`config.mk`:
```
export PLATFORM = sky130hd
export DESIGN_NAME = global_reg_ctrl
export DESIGN_NICKNAME = d
export VERILOG_FILES = /design/src/rtl/gr_pkg.sv /design/src/rtl/gr_rb_fifo.sv /design/src/rtl/global_reg_ctrl.sv
export SDC_FILE = /design/constraint.sdc
export NUM_CORES = 1
export LEC_CHECK = 0
export ABC_AREA = 1
export CORE_MARGIN = 1.5
export CORE_UTILIZATION = 45
export DETAILED_ROUTE_END_ITERATION = 10
export PLACE_DENSITY = 0.71
export SLEW_MARGIN = 20
export SYNTH_ARGS = -nofsm -noshare
export SYNTH_HDL_FRONTEND = slang
export SYNTH_HIERARCHICAL = 1
export SYNTH_SLANG_ARGS = --single-unit
```
`constraint.sdc`:
```
create_clock -name CK -period 8.3 [get_ports CK]
set_clock_uncertainty 0.2 [all_clocks]
set_input_delay 1.66 -clock CK [delete_from_list [all_inputs] [get_ports CK]]
set_output_delay 1.66 -clock CK [all_outputs]
set_load 0.02 [all_outputs]
```
`src/rtl/gr_pkg.sv`:
```
// Shared types and constants for the global register controller: field widths,
// read-back record layout, error flags and the power-on register defaults.
package gr_pkg;

   localparam int ADDR_W  = 6;
   localparam int DATA_W  = 16;
   localparam int GR_NREG = 36;

   typedef struct packed {
      logic [ADDR_W-1:0] addr;
      logic [DATA_W-1:0] data;
   } rb_entry_t;

   typedef struct packed {
      logic addr;
      logic run;
   } gr_err_t;

   localparam logic [DATA_W-1:0] REG_DEFAULT [GR_NREG] = '{
      0:  16'h0001,
      1:  16'h8000,
      2:  16'h00FF,
      3:  16'h0C3C,
      5:  16'h1234,
      7:  16'h4000,
      35: 16'hBEEF,
      default: 16'h0000
   };

   // Addresses beyond the default table fall back to zero
   function automatic logic [DATA_W-1:0] reg_default(input int idx);
      logic [DATA_W-1:0] v;
      v = 16'h0000;
      if (idx >= 0 && idx < GR_NREG) begin
         v = REG_DEFAULT[idx];
      end
      return v;
   endfunction

endpackage

```
`src/rtl/gr_rb_fifo.sv`:
```
// First-word-fall-through synchronous FIFO holding read-back records; the head
// entry is visible whenever the FIFO is not empty.
module gr_rb_fifo #(
   parameter int WIDTH = 22,
   parameter int DEPTH = 4
) (
   input  logic             clk,
   input  logic             rst,
   input  logic             push,
   input  logic [WIDTH-1:0] push_data,
   input  logic             pop,
   output logic [WIDTH-1:0] head,
   output logic             full,
   output logic             empty
);

   localparam int PW = $clog2(DEPTH);
   localparam logic [PW:0] DEPTH_L = (PW+1)'(DEPTH);

   logic [WIDTH-1:0] mem_r [DEPTH];
   logic [PW-1:0]    wp_r;
   logic [PW-1:0]    rp_r;
   logic [PW:0]      cnt_r;
   logic             pop_ok_s;
   logic             push_ok_s;

   // A push into a full FIFO is still taken when a pop frees a slot in the same cycle
   always_comb begin
      empty     = (cnt_r == {(PW+1){1'b0}});
      full      = (cnt_r == DEPTH_L);
      pop_ok_s  = pop & ~empty;
      push_ok_s = push & (~full | pop_ok_s);
      head      = mem_r[rp_r];
   end

   // Storage array write port
   always_ff @(posedge clk) begin
      if (push_ok_s) begin
         mem_r[wp_r] <= push_data;
      end
   end

   // Pointer and occupancy tracking
   always_ff @(posedge clk) begin
      if (rst) begin
         wp_r  <= {PW{1'b0}};
         rp_r  <= {PW{1'b0}};
         cnt_r <= {(PW+1){1'b0}};
      end else begin
         if (push_ok_s) wp_r <= wp_r + {{(PW-1){1'b0}}, 1'b1};
         if (pop_ok_s)  rp_r <= rp_r + {{(PW-1){1'b0}}, 1'b1};
         case ({push_ok_s, pop_ok_s})
            2'b10:   cnt_r <= cnt_r + {{PW{1'b0}}, 1'b1};
            2'b01:   cnt_r <= cnt_r - {{PW{1'b0}}, 1'b1};
            default: cnt_r <= cnt_r;
         endcase
      end
   end

endmodule

```
`src/rtl/global_reg_ctrl.sv`:
```
// Global configuration register file and RunMode flag driven by the decoder's
// slow-command strobes, with a read-back FIFO toward the output formatter.
module global_reg_ctrl
   import gr_pkg::*;
#(
   parameter int NREG     = GR_NREG,
   parameter int RB_DEPTH = 4,
   parameter int WR_ALIGN = 2,
   parameter int RD_ALIGN = 2
) (
   input  logic               CK,
   input  logic               Rst,
   input  logic               DataIn,
   input  logic               WrReg,
   input  logic               RdReg,
   input  logic               ResetCmd,
   input  logic               SetRunMode,
   input  logic               ClrRunMode,
   output logic [NREG*16-1:0] GlobalCfg,
   output logic               RunMode,
   output logic               RbValid,
   output logic [21:0]        RbData,
   input  logic               RbReady,
   output logic               RbOvfl,
   output logic               ErrAddr,
   output logic               ErrRun
);

   localparam int SH_W = 22 + ((WR_ALIGN > RD_ALIGN) ? WR_ALIGN : RD_ALIGN);
   localparam logic [ADDR_W:0] NREG_L = (ADDR_W+1)'(NREG);

   logic [SH_W-1:0]   sh_r;
   logic              wr_d_r;
   logic [DATA_W-1:0] regs_r [NREG];
   logic              run_r;
   gr_err_t           err_r;
   logic              ovfl_r;

   logic              wr_rise_s;
   logic [ADDR_W-1:0] waddr_s;
   logic [DATA_W-1:0] wdata_s;
   logic [ADDR_W-1:0] raddr_s;
   logic [DATA_W-1:0] rdata_s;
   logic              waddr_ok_s;
   logic              raddr_ok_s;
   logic              wr_take_s;
   logic              wr_en_s;
   gr_err_t           err_s;
   rb_entry_t         push_ent_s;
   logic              pop_s;
   logic              full_s;
   logic              empty_s;
   logic [21:0]       head_s;

   // Command decode; ResetCmd swallows a coincident write without raising an error
   always_comb begin
      wr_rise_s  = WrReg & ~wr_d_r;
      waddr_s    = sh_r[WR_ALIGN+21:WR_ALIGN+16];
      wdata_s    = sh_r[WR_ALIGN+15:WR_ALIGN];
      raddr_s    = sh_r[RD_ALIGN+5:RD_ALIGN];
      waddr_ok_s = ({1'b0, waddr_s} < NREG_L);
      raddr_ok_s = ({1'b0, raddr_s} < NREG_L);
      if (raddr_ok_s) begin
         rdata_s = regs_r[raddr_s];
      end else begin
         rdata_s = 16'h0000;
      end
      wr_take_s       = wr_rise_s & ~ResetCmd;
      wr_en_s         = wr_take_s & ~run_r & waddr_ok_s;
      err_s.run       = wr_take_s & run_r;
      err_s.addr      = (wr_take_s & ~run_r & ~waddr_ok_s) | (RdReg & ~raddr_ok_s);
      push_ent_s.addr = raddr_s;
      push_ent_s.data = rdata_s;
      pop_s           = RbReady & ~empty_s;
   end

   // Shifter, register file, RunMode and error pulse state
   always_ff @(posedge CK) begin
      if (Rst) begin
         sh_r   <= {SH_W{1'b0}};
         wr_d_r <= 1'b0;
         run_r  <= 1'b0;
         err_r  <= '0;
         ovfl_r <= 1'b0;
         for (int i = 0; i < NREG; i++) regs_r[i] <= reg_default(i);
      end else begin
         sh_r   <= {sh_r[SH_W-2:0], DataIn};
         wr_d_r <= WrReg;
         err_r  <= err_s;
         ovfl_r <= RdReg & full_s & ~pop_s;
         if (ResetCmd) begin
            for (int i = 0; i < NREG; i++) regs_r[i] <= reg_default(i);
         end else if (wr_en_s) begin
            regs_r[waddr_s] <= wdata_s;
         end
         if (ResetCmd | ClrRunMode) begin
            run_r <= 1'b0;
         end else if (SetRunMode) begin
            run_r <= 1'b1;
         end
      end
   end

   gr_rb_fifo #(
      .WIDTH (22),
      .DEPTH (RB_DEPTH)
   ) u_rb_fifo (
      .clk       (CK),
      .rst       (Rst),
      .push      (RdReg),
      .push_data (push_ent_s),
      .pop       (pop_s),
      .head      (head_s),
      .full      (full_s),
      .empty     (empty_s)
   );

   for (genvar g = 0; g < NREG; g++) begin : g_cfg
      assign GlobalCfg[16*g +: 16] = regs_r[g];
   end

   assign RunMode = run_r;
   assign RbValid = ~empty_s;
   assign RbData  = empty_s ? 22'h000000 : head_s;
   assign RbOvfl  = ovfl_r;
   assign ErrAddr = err_r.addr;
   assign ErrRun  = err_r.run;

endmodule

```
==> results.md <==
* Outcome: finished clean
* Via count at 26.8k
* Crit path max-delay cell type: dfxtp_1
* Gr ovfl total at 0
* Slew @ Worst Pin at 1070 ps
* Type of the worst min-delay path: flop to flop
* N_diodes at 0
* Simple-gate portion of the synthesized area at 0.247
* CTS tree: yes
* Footprint of the multi-input gates at 8940 sq um
* DP HPWL at 89400 microns
* Drt initial violations at 4534
* Core Footprint at 69900 sq um
* Critical setup path kind: flop to output port
* WP buf/inv at 3
* # rows at 97
* YS warnings at 6
* Post-synthesis compound-gate area fraction at 0.0323
* RSZ-0062 raised after global routing: no
* TritonCTS buffer count at 74
* Maximum clock path buffer count at 3
* Clock-pin slew on the worst setup and hold paths at 60 ps
* Tmin final at 4930 ps
* Largest family of logic cells by synthesized area: simple AND/OR/NAND/NOR gates
* Clock Latency Late Sink at 630 ps
* Pre-CTS setup slack at 3390 ps
* Final Hold Vio Count at 0
* Full die area at 72100 sq um
* Postcts setup bufs at 0
* Root buf cell: clkbuf_16
* Final WL at 128000 microns
* Initial Utilization at 0.454
* Adder-Cell Fraction of Synth Area at 0.00221
* Input/output buffers at 611
* Core Util, Final at 0.583
* # H-tree levels at 3
* Seq/Total Area, Yosys at 0.652
* Post-Syn Area per Cell at 9.52 sq um
* Initial antenna violation count at 1
* Most common cell after layout, fill and taps aside: nor2_1
* Filler cells at 5927
* Via density at 5.54
* Critical Path AT at 3070 ps
* CP max stage delay at 850 ps
* PD cells at 206 nW/um^2
* NumNets Final at 3841
* DIE HEIGHT at 269 microns
* Detailed-route wire length per cell at 26.4 microns
* Cell chain of the critical path: inv_1 > o21ai_0 > o22ai_1 > inv_1 > nor2_1 > clkdlybuf4s50_1
* Max-slew violations at 0
* Post-synthesis instance area at 31700 sq um
* R2R setup slack at 3970 ps
* Area delta synth->final at 28.4%
* Post-route ant nets at 0
* Commonest cells after routing, fill and taps aside: nor2_1 (776), nand2_1 (774), edfxtp_1 (664), clkdlybuf4s50_1 (611), nand3_1 (311)
* Period utilization at 0.594
* First-pass GRT wire length at 176000 microns
* CP delay by family, top: buffers and inverters
* Mapped Cells at 3333
* Routability-driven placement congestion ratio at 0.961
* Max-cap violations at 0
* I/O Pins at 612
* Leakage at 15.2 nW
* Residual DRC at 0
* Register bit count reported by yosys at 702
* Achievable Freq at 203 MHz
* Crit path launch type: flop
* Die width at 269 microns
* Post-synthesis net count at 3347
* CP endpoint kind: output port
* Hold-fix buffers, CTS at 0
* Multiplexer share of the synthesized area at 0
* Cell mode on critical path: inv_1
* Setup slack after layout at 3370 ps
* CTS Sinks at 702
* Worst rel slew slack at 0.286
* Setup violators final at 0
* Vias in the first global route at 24.5k
* Post-CTS Resized at 0
* Crit Path Max Fanout at 23
* Maximum vdd ir drop at 0.000135 V
* Non-Filler Instances at 4828
* Post-synthesis xor/xnor area fraction at 0
* Netlist cell types at 35
* Total track usage at 0.347
* DR pass1 iterations at 8
* FF+latch area at 20700 sq um
* Setup_tns at 0 ps
* Fraction of layout cells with a size suffix above 1 at 0.0576
* Largest net degree at the start of global routing at 186
* Inst Count DP at 4691
* CP required at 6440 ps
-- cell families after synthesis --
family                   Yosys count
AO/OA/AOI/OAI                    188
adder cells (fa/ha/maj)            5
buffers and inverters            517
flip-flops                       702
AND/OR/NAND/NOR                 1921
-- registers in the layout, summed over array words and instances, names as in the netlist, named ones only --
signal and flops:
regs_r 576, u_rb_fifo/mem_r 88, sh_r 24, u_rb_fifo/cnt_r 3, u_rb_fifo/rp_r 2, u_rb_fifo/wp_r 2, ErrAddr 1, ErrRun 1
RbOvfl 1, RunMode 1, wr_d_r 1
-- worst reg2reg max path: stages (launching register included) --
cell     delay, ps
dfxtp_4        840
buf_4          850
buf_4          960
nand2_1        150
nand3_1        140
nand3_1        160
nand3_1        210
nand2_1         80
nand3_1        250
nand2_1        190
-- metrics by stage --
| stage | power, W | area (sq um) | hold WS (ps) |
|---|---|---|---|
| 2_1_floorplan | 0.00463 | 31700 | 188 |
| 3_3_place_gp | 0.00510 | 38300 | 185 |
| 3_5_place_dp | 0.00510 | 38300 | 198 |
| 4_1_cts | 0.00836 | 40700 | 205 |
| 5_1_grt | 0.00856 | 40700 | 231 |
| 6_report | 0.00837 | 40700 | 214 |
-- power breakdown --
part | switching, W | leakage [nW] | internal (W)
Combinational | 0.000564 | 6.60 | 0.000333
Sequential | 0.000128 | 7.42 | 0.00402
Clock | 0.00145 | 1.16 | 0.00188
-- Yosys cell counts --
library cell,instances,share of area
clkinv_1,1,0.00012
buf_6,12,0.0043
edfxtp_1,664,0.63
nor3b_1,1,0.00024
buf_1,41,0.0049
o21ai_0,104,0.016
nand2_1,774,0.092
o221ai_1,6,0.0017
nand4_1,2,0.00039
clkbuf_1,128,0.015
ha_1,4,0.0016
o21ai_2,1,0.00028
o21ai_1,3,0.00047
a21oi_1,39,0.0062
fa_1,1,0.00063
o21ai_4,1,0.00051
a21boi_0,1,0.00024
nor2_4,6,0.0021
inv_1,272,0.032
dfxtp_1,38,0.024
nand3_2,2,0.00063
nor2_2,2,0.00039
o22ai_1,32,0.0063
nor3_2,3,0.00095
nand3_1,311,0.049
buf_4,2,0.00047
nand2_2,36,0.0071
nor3_1,1,0.00016
nor2_8,2,0.0013
inv_2,14,0.0017
buf_2,47,0.0074
o41ai_1,1,0.00028
nand2_4,2,0.00071
nor2_1,778,0.092
nand3b_1,1,0.00024
-- worst paths after layout --
kind,from,depth (start not counted),endpoint
hold / removal,sh_r[0],2,sh_r[1]
setup / recovery,flop,6,RbData[1]
setup reg to reg,sh_r[2],9,u_rb_fifo/mem_r[0][1]
hold reg to reg,sh_r[0],2,sh_r[1]
-- metal layers --
metal | up-vias | part of all wire | GRT usage
li1 | 11800 | - | -
met1 | 12500 | 0.35 | 0.444
met2 | 2050 | 0.46 | 0.540
met3 | 348 | 0.13 | 0.0943
met4 | 0 | 0.056 | 0.180
met5 | - | 0 | 0
-- layout make-up --
cell class                      count  share of cell area
Tap cell                          940              0.0289
Timing Repair Buffer              648               0.157
Clock buffer                       99              0.0503
Inverter                          287              0.0268
Sequential cell                   702               0.508
Multi-Input combinational cell   2114               0.219
Clock inverter                     38             0.00894
(Power assumes the default switching activity.)
